## src/rtl/axi_read_arbiter.sv

```systemverilog
`default_nettype none
// +-----------------------------------------------------------------------------+
// | axi_read_arbiter: shares one AXI4 read master between two AR/R requesters.  |
// | Fixed priority (port 1 first) unless ARB_ROUND_ROBIN_EN is defined.         |
// | Revision: 1.0                                                               |
// +-----------------------------------------------------------------------------+
module axi_read_arbiter #(
  parameter int C_M_AXI_THREAD_ID_WIDTH = 1,
  parameter int C_M_AXI_ADDR_WIDTH      = 32,
  parameter int C_M_AXI_DATA_WIDTH      = 32,
  parameter int C_M_AXI_ARUSER_WIDTH    = 1,
  parameter int C_M_AXI_RUSER_WIDTH     = 4
) (
  input  logic                               CLK,
  input  logic                               RST,
  input  logic [C_M_AXI_ADDR_WIDTH-1:0]      S0_ARADDR,
  input  logic [7:0]                         S0_ARLEN,
  input  logic                               S0_ARVALID,
  output logic                               S0_ARREADY,
  output logic [C_M_AXI_DATA_WIDTH-1:0]      S0_RDATA,
  output logic                               S0_RLAST,
  output logic                               S0_RVALID,
  input  logic                               S0_RREADY,
  input  logic [C_M_AXI_ADDR_WIDTH-1:0]      S1_ARADDR,
  input  logic [7:0]                         S1_ARLEN,
  input  logic                               S1_ARVALID,
  output logic                               S1_ARREADY,
  output logic [C_M_AXI_DATA_WIDTH-1:0]      S1_RDATA,
  output logic                               S1_RLAST,
  output logic                               S1_RVALID,
  input  logic                               S1_RREADY,
  output logic [1:0]                         GRANT,
  output logic [C_M_AXI_THREAD_ID_WIDTH-1:0] M_AXI_ARID,
  output logic [C_M_AXI_ADDR_WIDTH-1:0]      M_AXI_ARADDR,
  output logic [7:0]                         M_AXI_ARLEN,
  output logic [2:0]                         M_AXI_ARSIZE,
  output logic [1:0]                         M_AXI_ARBURST,
  output logic [1:0]                         M_AXI_ARLOCK,
  output logic [3:0]                         M_AXI_ARCACHE,
  output logic [2:0]                         M_AXI_ARPROT,
  output logic [3:0]                         M_AXI_ARQOS,
  output logic [C_M_AXI_ARUSER_WIDTH-1:0]    M_AXI_ARUSER,
  output logic                               M_AXI_ARVALID,
  input  logic                               M_AXI_ARREADY,
  input  logic [C_M_AXI_THREAD_ID_WIDTH-1:0] M_AXI_RID,
  input  logic [C_M_AXI_DATA_WIDTH-1:0]      M_AXI_RDATA,
  input  logic [1:0]                         M_AXI_RRESP,
  input  logic                               M_AXI_RLAST,
  input  logic [C_M_AXI_RUSER_WIDTH-1:0]     M_AXI_RUSER,
  input  logic                               M_AXI_RVALID,
  output logic                               M_AXI_RREADY
);

  typedef enum logic [1:0] {
    S_IDLE = 2'd0,
    S_ADDR = 2'd1,
    S_DATA = 2'd2
  } state_t;

  state_t                          r_state;
  logic [1:0]                      r_grant;
  logic                            r_idx;
  logic [C_M_AXI_ADDR_WIDTH-1:0]   r_araddr;
  logic [7:0]                      r_arlen;
  logic                            r_arvalid;

  logic w_win;
  logic w_take;
  logic w_in_data;
  logic w_rready;
  logic w_last_hs;
  logic w_unused_r;

`ifdef ARB_ROUND_ROBIN_EN
  logic r_last;

  // On contention the port that did not win last time goes first.
  always_comb begin
    w_win = S1_ARVALID;
    if (S0_ARVALID && S1_ARVALID) w_win = ~r_last;
  end

  always_ff @(posedge CLK) begin
    if (RST)         r_last <= 1'b1;
    else if (w_take) r_last <= w_win;
  end
`else
  assign w_win = S1_ARVALID;
`endif

  assign w_take     = (r_state == S_IDLE) && (S0_ARVALID || S1_ARVALID);
  assign S0_ARREADY = w_take && !w_win;
  assign S1_ARREADY = w_take && w_win;

  assign w_in_data  = (r_state == S_DATA);
  assign w_rready   = w_in_data && ((r_grant[0] && S0_RREADY) || (r_grant[1] && S1_RREADY));
  assign w_last_hs  = M_AXI_RVALID && w_rready && M_AXI_RLAST;

  assign S0_RDATA   = M_AXI_RDATA;
  assign S1_RDATA   = M_AXI_RDATA;
  assign S0_RVALID  = w_in_data && r_grant[0] && M_AXI_RVALID;
  assign S1_RVALID  = w_in_data && r_grant[1] && M_AXI_RVALID;
  assign S0_RLAST   = w_in_data && r_grant[0] && M_AXI_RLAST;
  assign S1_RLAST   = w_in_data && r_grant[1] && M_AXI_RLAST;
  assign M_AXI_RREADY = w_rready;

  assign GRANT         = r_grant;
  assign M_AXI_ARID    = C_M_AXI_THREAD_ID_WIDTH'(r_idx);
  assign M_AXI_ARADDR  = r_araddr;
  assign M_AXI_ARLEN   = r_arlen;
  assign M_AXI_ARVALID = r_arvalid;
  assign M_AXI_ARSIZE  = 3'b010;
  assign M_AXI_ARBURST = 2'b01;
  assign M_AXI_ARLOCK  = 2'b00;
  assign M_AXI_ARCACHE = 4'b0011;
  assign M_AXI_ARPROT  = 3'b000;
  assign M_AXI_ARQOS   = 4'b0000;
  assign M_AXI_ARUSER  = '0;

  // Read-side ID, response and user bits carry nothing this arbiter acts on.
  assign w_unused_r = ^{M_AXI_RID, M_AXI_RRESP, M_AXI_RUSER};

  always_ff @(posedge CLK) begin
    if (RST) begin
      r_state   <= S_IDLE;
      r_grant   <= 2'b00;
      r_idx     <= 1'b0;
      r_araddr  <= '0;
      r_arlen   <= 8'd0;
      r_arvalid <= 1'b0;
    end else begin
      case (r_state)
        S_IDLE: begin
          if (w_take) begin
            r_idx     <= w_win;
            r_grant   <= w_win ? 2'b10 : 2'b01;
            r_araddr  <= w_win ? S1_ARADDR : S0_ARADDR;
            r_arlen   <= w_win ? S1_ARLEN : S0_ARLEN;
            r_arvalid <= 1'b1;
            r_state   <= S_ADDR;
          end
        end
        S_ADDR: begin
          if (M_AXI_ARREADY) begin
            r_arvalid <= 1'b0;
            r_state   <= S_DATA;
          end
        end
        S_DATA: begin
          if (w_last_hs) begin
            r_grant <= 2'b00;
            r_state <= S_IDLE;
          end
        end
        default: begin
          r_state <= S_IDLE;
        end
      endcase
    end
  end

endmodule
`default_nettype wire
```

## config.mk

```make
export PLATFORM = sky130hd
export DESIGN_NAME = axi_read_arbiter
export DESIGN_NICKNAME = d
export VERILOG_FILES = /design/src/rtl/axi_read_arbiter.sv
export SDC_FILE = /design/constraint.sdc
export NUM_CORES = 1
export LEC_CHECK = 0
export BUFFER_PORTS_ARGS = -buffer_cell sky130_fd_sc_hd__buf_2
export CORE_AREA = 4 4 98 100
export CTS_CLUSTER_DIAMETER = 40
export DETAILED_ROUTE_END_ITERATION = 12
export DIE_AREA = 0 0 102 104
export HOLD_SLACK_MARGIN = 0.1
export PLACE_DENSITY = 0.72
export SLEW_MARGIN = 20
export SYNTH_ARGS = -nofsm -noshare
export SYNTH_HDL_FRONTEND = slang
export SYNTH_SLANG_ARGS = --single-unit
```

## constraint.sdc

```tcl
create_clock -name CLK -period 1.8 [get_ports CLK]
set_input_delay 0 -clock CLK [delete_from_list [all_inputs] [get_ports CLK]]
set_output_delay 0 -clock CLK [all_outputs]
set_load 0.01 [all_outputs]
```

==> metrics.md, run 1 <==
| Metric | Value |
|---|---|
| Hpwl dp | `4881 microns` |
| Die Y | `104 microns` |
| Synth area leader | `dfxtp_1` |
| First Err | `[ERROR RSZ-0060] Max buffer count reached.` |
| Ports | `262` |
| Clock Sinks | `46` |
| Cell row count | `34` |
| Post-Synthesis Cells | `259` |
| Die X | `102 microns` |
| IO Port Bufs | `139` |
| Count of cell types in the netlist | `27` |
| Ranking of synthesized cells by area | `dfxtp_1 (35%), buf_4 (25%), a221o_1 (15%), and2_1 (9.6%), buf_6 (3.9%)` |
| Starting Density | `29.92%` |
| CTS Buffer Depth | `2` |
| Dpl ws | `-0.05393 ns` |
| Postcts setup bufs | `0` |
| Root Driver | `clkbuf_8` |
| Htree depth | `2` |
| Gp weighted congestion | `0.8233` |
| Status | `aborted with a tool error` |
| Total CTS buffers | `5` |
| Cell Area, Synth | `2596 sq um` |
| Sequential area share after synthesis | `roughly 35%` |
| CTS Hold Bufs | `101` |
| Share of the synthesized area in the top cell type | `around 35%` |
| Ys Warns | `0` |
| Avg Inst Size Synth | `10.02 sq um` |
| Register bit total from synthesis | `46` |
| Fail Step | `4_1_cts` |
| Post-CTS Resized | `1` |
==> Yosys cell counts (all sizes together) <==
master / n
nor4b: 2
a221o: 40
and2b: 1
nor2b: 1
a2111oi: 1
o21bai: 1
clkinv: 1
o211ai: 2
nor3b: 1
nand3b: 1
and3: 4
conb: 2
nand2: 1
a211oi: 1
nor2: 4
or3b: 1
nand3: 1
a22oi: 2
o21ba: 1
dfxtp: 46
and2: 40
a21oi: 6
nor3: 1
buf: 98
==> per-stage QoR <==
step | hold slack [ns] | setup TNS [ns] | cells | util [%] | instance area [sq um]
after floorplan | 0.03102 | 0 | 276 | - | 2660
after global placement | 0.0001061 | 0 | 430 | 32.05 | 2781
after detailed placement | 0.0001061 | -1.599 | 430 | 32.05 | 2781
==> kinds of logic after synthesis <==
logic type | after synthesis | share of synthesized area, %
DFF | 46 | 35.47
buffers and inverters | 99 | 29.45
other | 2 | 0.2893
and+or+nand+nor | 58 | 15.08
AOI/OAI and AO/OA | 54 | 19.71
==> run 2, diff against run 1 <==
--- a/config.mk
+++ b/config.mk
@@ -6,12 +6,10 @@
 export NUM_CORES = 1
 export LEC_CHECK = 0
 export BUFFER_PORTS_ARGS = -buffer_cell sky130_fd_sc_hd__buf_2
-export CORE_AREA = 4 4 98 100
-export CTS_CLUSTER_DIAMETER = 40
+export CORE_MARGIN = 4
+export CORE_UTILIZATION = 25
 export DETAILED_ROUTE_END_ITERATION = 12
-export DIE_AREA = 0 0 102 104
-export HOLD_SLACK_MARGIN = 0.1
-export PLACE_DENSITY = 0.72
+export PLACE_DENSITY_LB_ADDON = 0.15
 export SLEW_MARGIN = 20
 export SYNTH_ARGS = -nofsm -noshare
 export SYNTH_HDL_FRONTEND = slang
==> metrics.md, run 2 <==
| Metric | Value |
|---|---|
| Count of cell types in the netlist | `27 (unchanged)` |
| Clock Sinks | `46 (unchanged)` |
| Post-synth EDFFs | `0 (unchanged)` |
| Antenna Cells | `0` |
| Total Wirelength | `8380 microns` |
| Power per Cell Area | `672.4 nW/um^2` |
| Fin Clk Skew | `0.009731 ns` |
| Vias in the first global route | `2431` |
| Die Y | `109.9 microns (+5.7%)` |
| Slew Limit Fails | `0` |
| Rel. slew slack | `a little under three fifths` |
| Max_cap viols | `0` |
| Fin Setup TNS | `0 ns` |
| Die X | `109.9 microns (+7.8%)` |
| Sequential area share after synthesis | `35.47% (unchanged)` |
| RSZ-0062 raised after global routing | `no` |
| Share of the synthesized area in the top cell type | `35.47% (unchanged)` |
| Starting Density | `26.08% (-3.8 points)` |
| CTS tree | `done` |
| Avg Inst Size Synth | `10.02 sq um (unchanged)` |
| Post-synth ARST share | `0% (unchanged)` |
| Achievable Freq | `613.1 MHz` |
| Min Tclk post-route | `1.631 ns` |
| CP max FO | `20` |
| Gp weighted congestion | `0.7435 (-9.7%)` |
| Ranking of synthesized cells by area | `dfxtp_1 (35%), buf_4 (25%), a221o_1 (15%), and2_1 (9.6%), buf_6 (3.9%)` |
| Initial antenna violation count | `0` |
| Crit path required time | `slightly above 2 ns` |
| Initial DRC Count | `96` |
| Pin count of the biggest net entering global routing | `41` |
| NumNets Final | `between 500 and 600` |
| Post-synth top flop | `dfxtp_1` |
| CP Data Arrival Time | `1.88 ns` |
| GRT Residual Overflow | `0` |
| Synth area leader | `dfxtp_1` |
| Hold Slack | `just under 0.000005 ns` |
| Placeable Area | `9955 sq um` |
| Root Driver | `clkbuf_8` |
| Dpl ws | `-0.03910 ns (+0.01482 ns)` |
| Final Total Pwr | `~2.5 mW` |
| FILL cells | `1024` |
| Cell row count | `36 (+5.9%)` |
| Antenna Nets Post-Route | `0` |
| Max reg flops | `32` |
| Most frequent cell after synthesis | `buf_4` |
| Tcrit/Tclk final | `90.61%` |
| Layout cell share with drive strength beyond 1 | `around two fifths` |
| CTS Buffer Depth | `2 (unchanged)` |
| Cell Area, Synth | `2596 sq um (unchanged)` |
| TritonRoute pass-1 iters | `4` |
| Static leakage | `~1.8 nW` |
| Total CTS buffers | `5 (unchanged)` |
| # setup viols final | `0` |
| Post-Synthesis Cells | `259 (unchanged)` |
| Startpoint Class | `register` |
| Status | `completed` |
| Final Hold Fails | `0` |
| Worst-Margin Slew | `0.6605 ns` |
| VDD IR max | `0.2791 mV` |
| Critical Setup Path Class | `register to register` |
| Most common library cell in the layout ignoring fill and taps | `buf_2` |
| Ys Warns | `0 (unchanged)` |
| WHS Path Cells | `0` |
| Die Area | `12080 sq um` |
| Ports | `262 (unchanged)` |
| Number of remaining DRC errors | `0` |
| Most frequent cells in the layout | `buf_2 (139), dlygate4sd3_1 (79), dfxtp_1 (46)` |
| DR vias/cell | `4.270` |
| Hpwl dp | `5344 microns (+9.5%)` |
| Post-synth top cells | `buf_4 (85), dfxtp_1 (46), a221o_1 (40), and2_1 (40), buf_6 (9)` |
| Layout area overhead | `45.35%` |
| Class of the worst hold path | `input port to output pin` |
| Reg2Reg Depth | `4` |
| Final Util | `37.91%` |
| Via count | `2340` |
| Overall Global Routing Usage | `12.62%` |
| Register bit total from synthesis | `46 (unchanged)` |
| Htree depth | `2 (unchanged)` |
| Clock Pin Slew Worst Setup and Hold Paths | `0.10 ns` |
| Routed WL per cell | `15.29 microns` |
| Crit. End Element | `register` |
| IO Port Bufs | `139 (unchanged)` |
| Clk_lat worst skew | `0.30 ns` |
| Global-route wire length before repair | `11960 microns` |
| Final setup margin | `0.1690 ns` |
==> run 2: cell counts after synthesis <==
Identical to the previous run, type by type.
==> run 2: where the power goes <==
| part | switching [mW] | internal, mW | total (mW) |
|---|---|---|---|
| combinational | 0.296 | 0.394 | 0.689 |
| sequential | 0.0596 | 1.12 | 1.18 |
| clock | 0.396 | 0.274 | 0.670 |
| total | 0.751 | 1.79 | 2.54 |
==> run 2: cell type report <==
cell class | count | area [sq um] | area share [%]
inverter | 1 | 5.005 | 0.1326
tap | 133 | 166.4 | 4.410
timing repair buffer | 228 | 1607 | 42.57
multi-input combinational | 132 | 984.7 | 26.09
clock buffer | 5 | 68.82 | 1.824
sequential | 46 | 920.9 | 24.40
clock inverter | 3 | 21.27 | 0.5637
==> run 2: metal layers <==
| metal | track usage (%) | vias up | wire length (microns) |
|---|---|---|---|
| met1 | 14.19 | 1064 | 3448 |
| met4 | 6.233 | 0 | 286 |
| met3 | 2.995 | 30 | 676 |
| met5 | 0 | - | 0 |
| met2 | 22.14 | 115 | 3969 |
| li1 | - | 1131 | - |
==> run 2: through the flow <==
step,area [sq um],std cells
2_1_floorplan,2660,276
3_3_place_gp,2820,456
3_5_place_dp,2848,457
4_1_cts,3764,547
5_1_grt,3774,548
6_report,3774,548
==> run 2: path summary, 6_finish.rpt <==
kind	from	to	slack, ns
worst min-delay path	M_AXI_RDATA[18]	S1_RDATA[18]	0.000005
worst max-delay path	r_state[1]	M_AXI_ARLEN[3]	0.17
worst max register to register	r_state[1]	M_AXI_ARLEN[3]	0.17
worst min register to register	M_AXI_ARADDR[12]	M_AXI_ARADDR[12]	0.49
==> run 2: cell families (layout without fill, tap and decap cells) <==
group | count (synthesis) | count (layout) | synth area share (%)
compound gates | 54 | 54 | 19.71
flops | 46 | 46 | 35.47
simple gates | 58 | 59 | 15.08
other cells | 2 | 19 | 0.2893
buf+inv | 99 | 237 | 29.45
==> run 2: repair_timing <==
| item | in CTS | in global routing |
|---|---|---|
| gates resized for setup | 0 | 2 |
| hold buffers | 79 | 0 |
| cloned | 0 | 1 |
| endpoints found under the hold margin | 41 | 0 |
| pin swaps | 1 | 0 |
| setup buffers | 3 | 0 |
| endpoints found under the setup margin | 23 | 40 |
==> run 2: critical path, stage by stage (launching register included) <==
cell and delay (ns):
dfxtp_1 0.36, buf_4 0.18, nor4b_4 0.39, and2b_4 0.43, a221o_1 0.21
(Power assumes the default switching activity.)
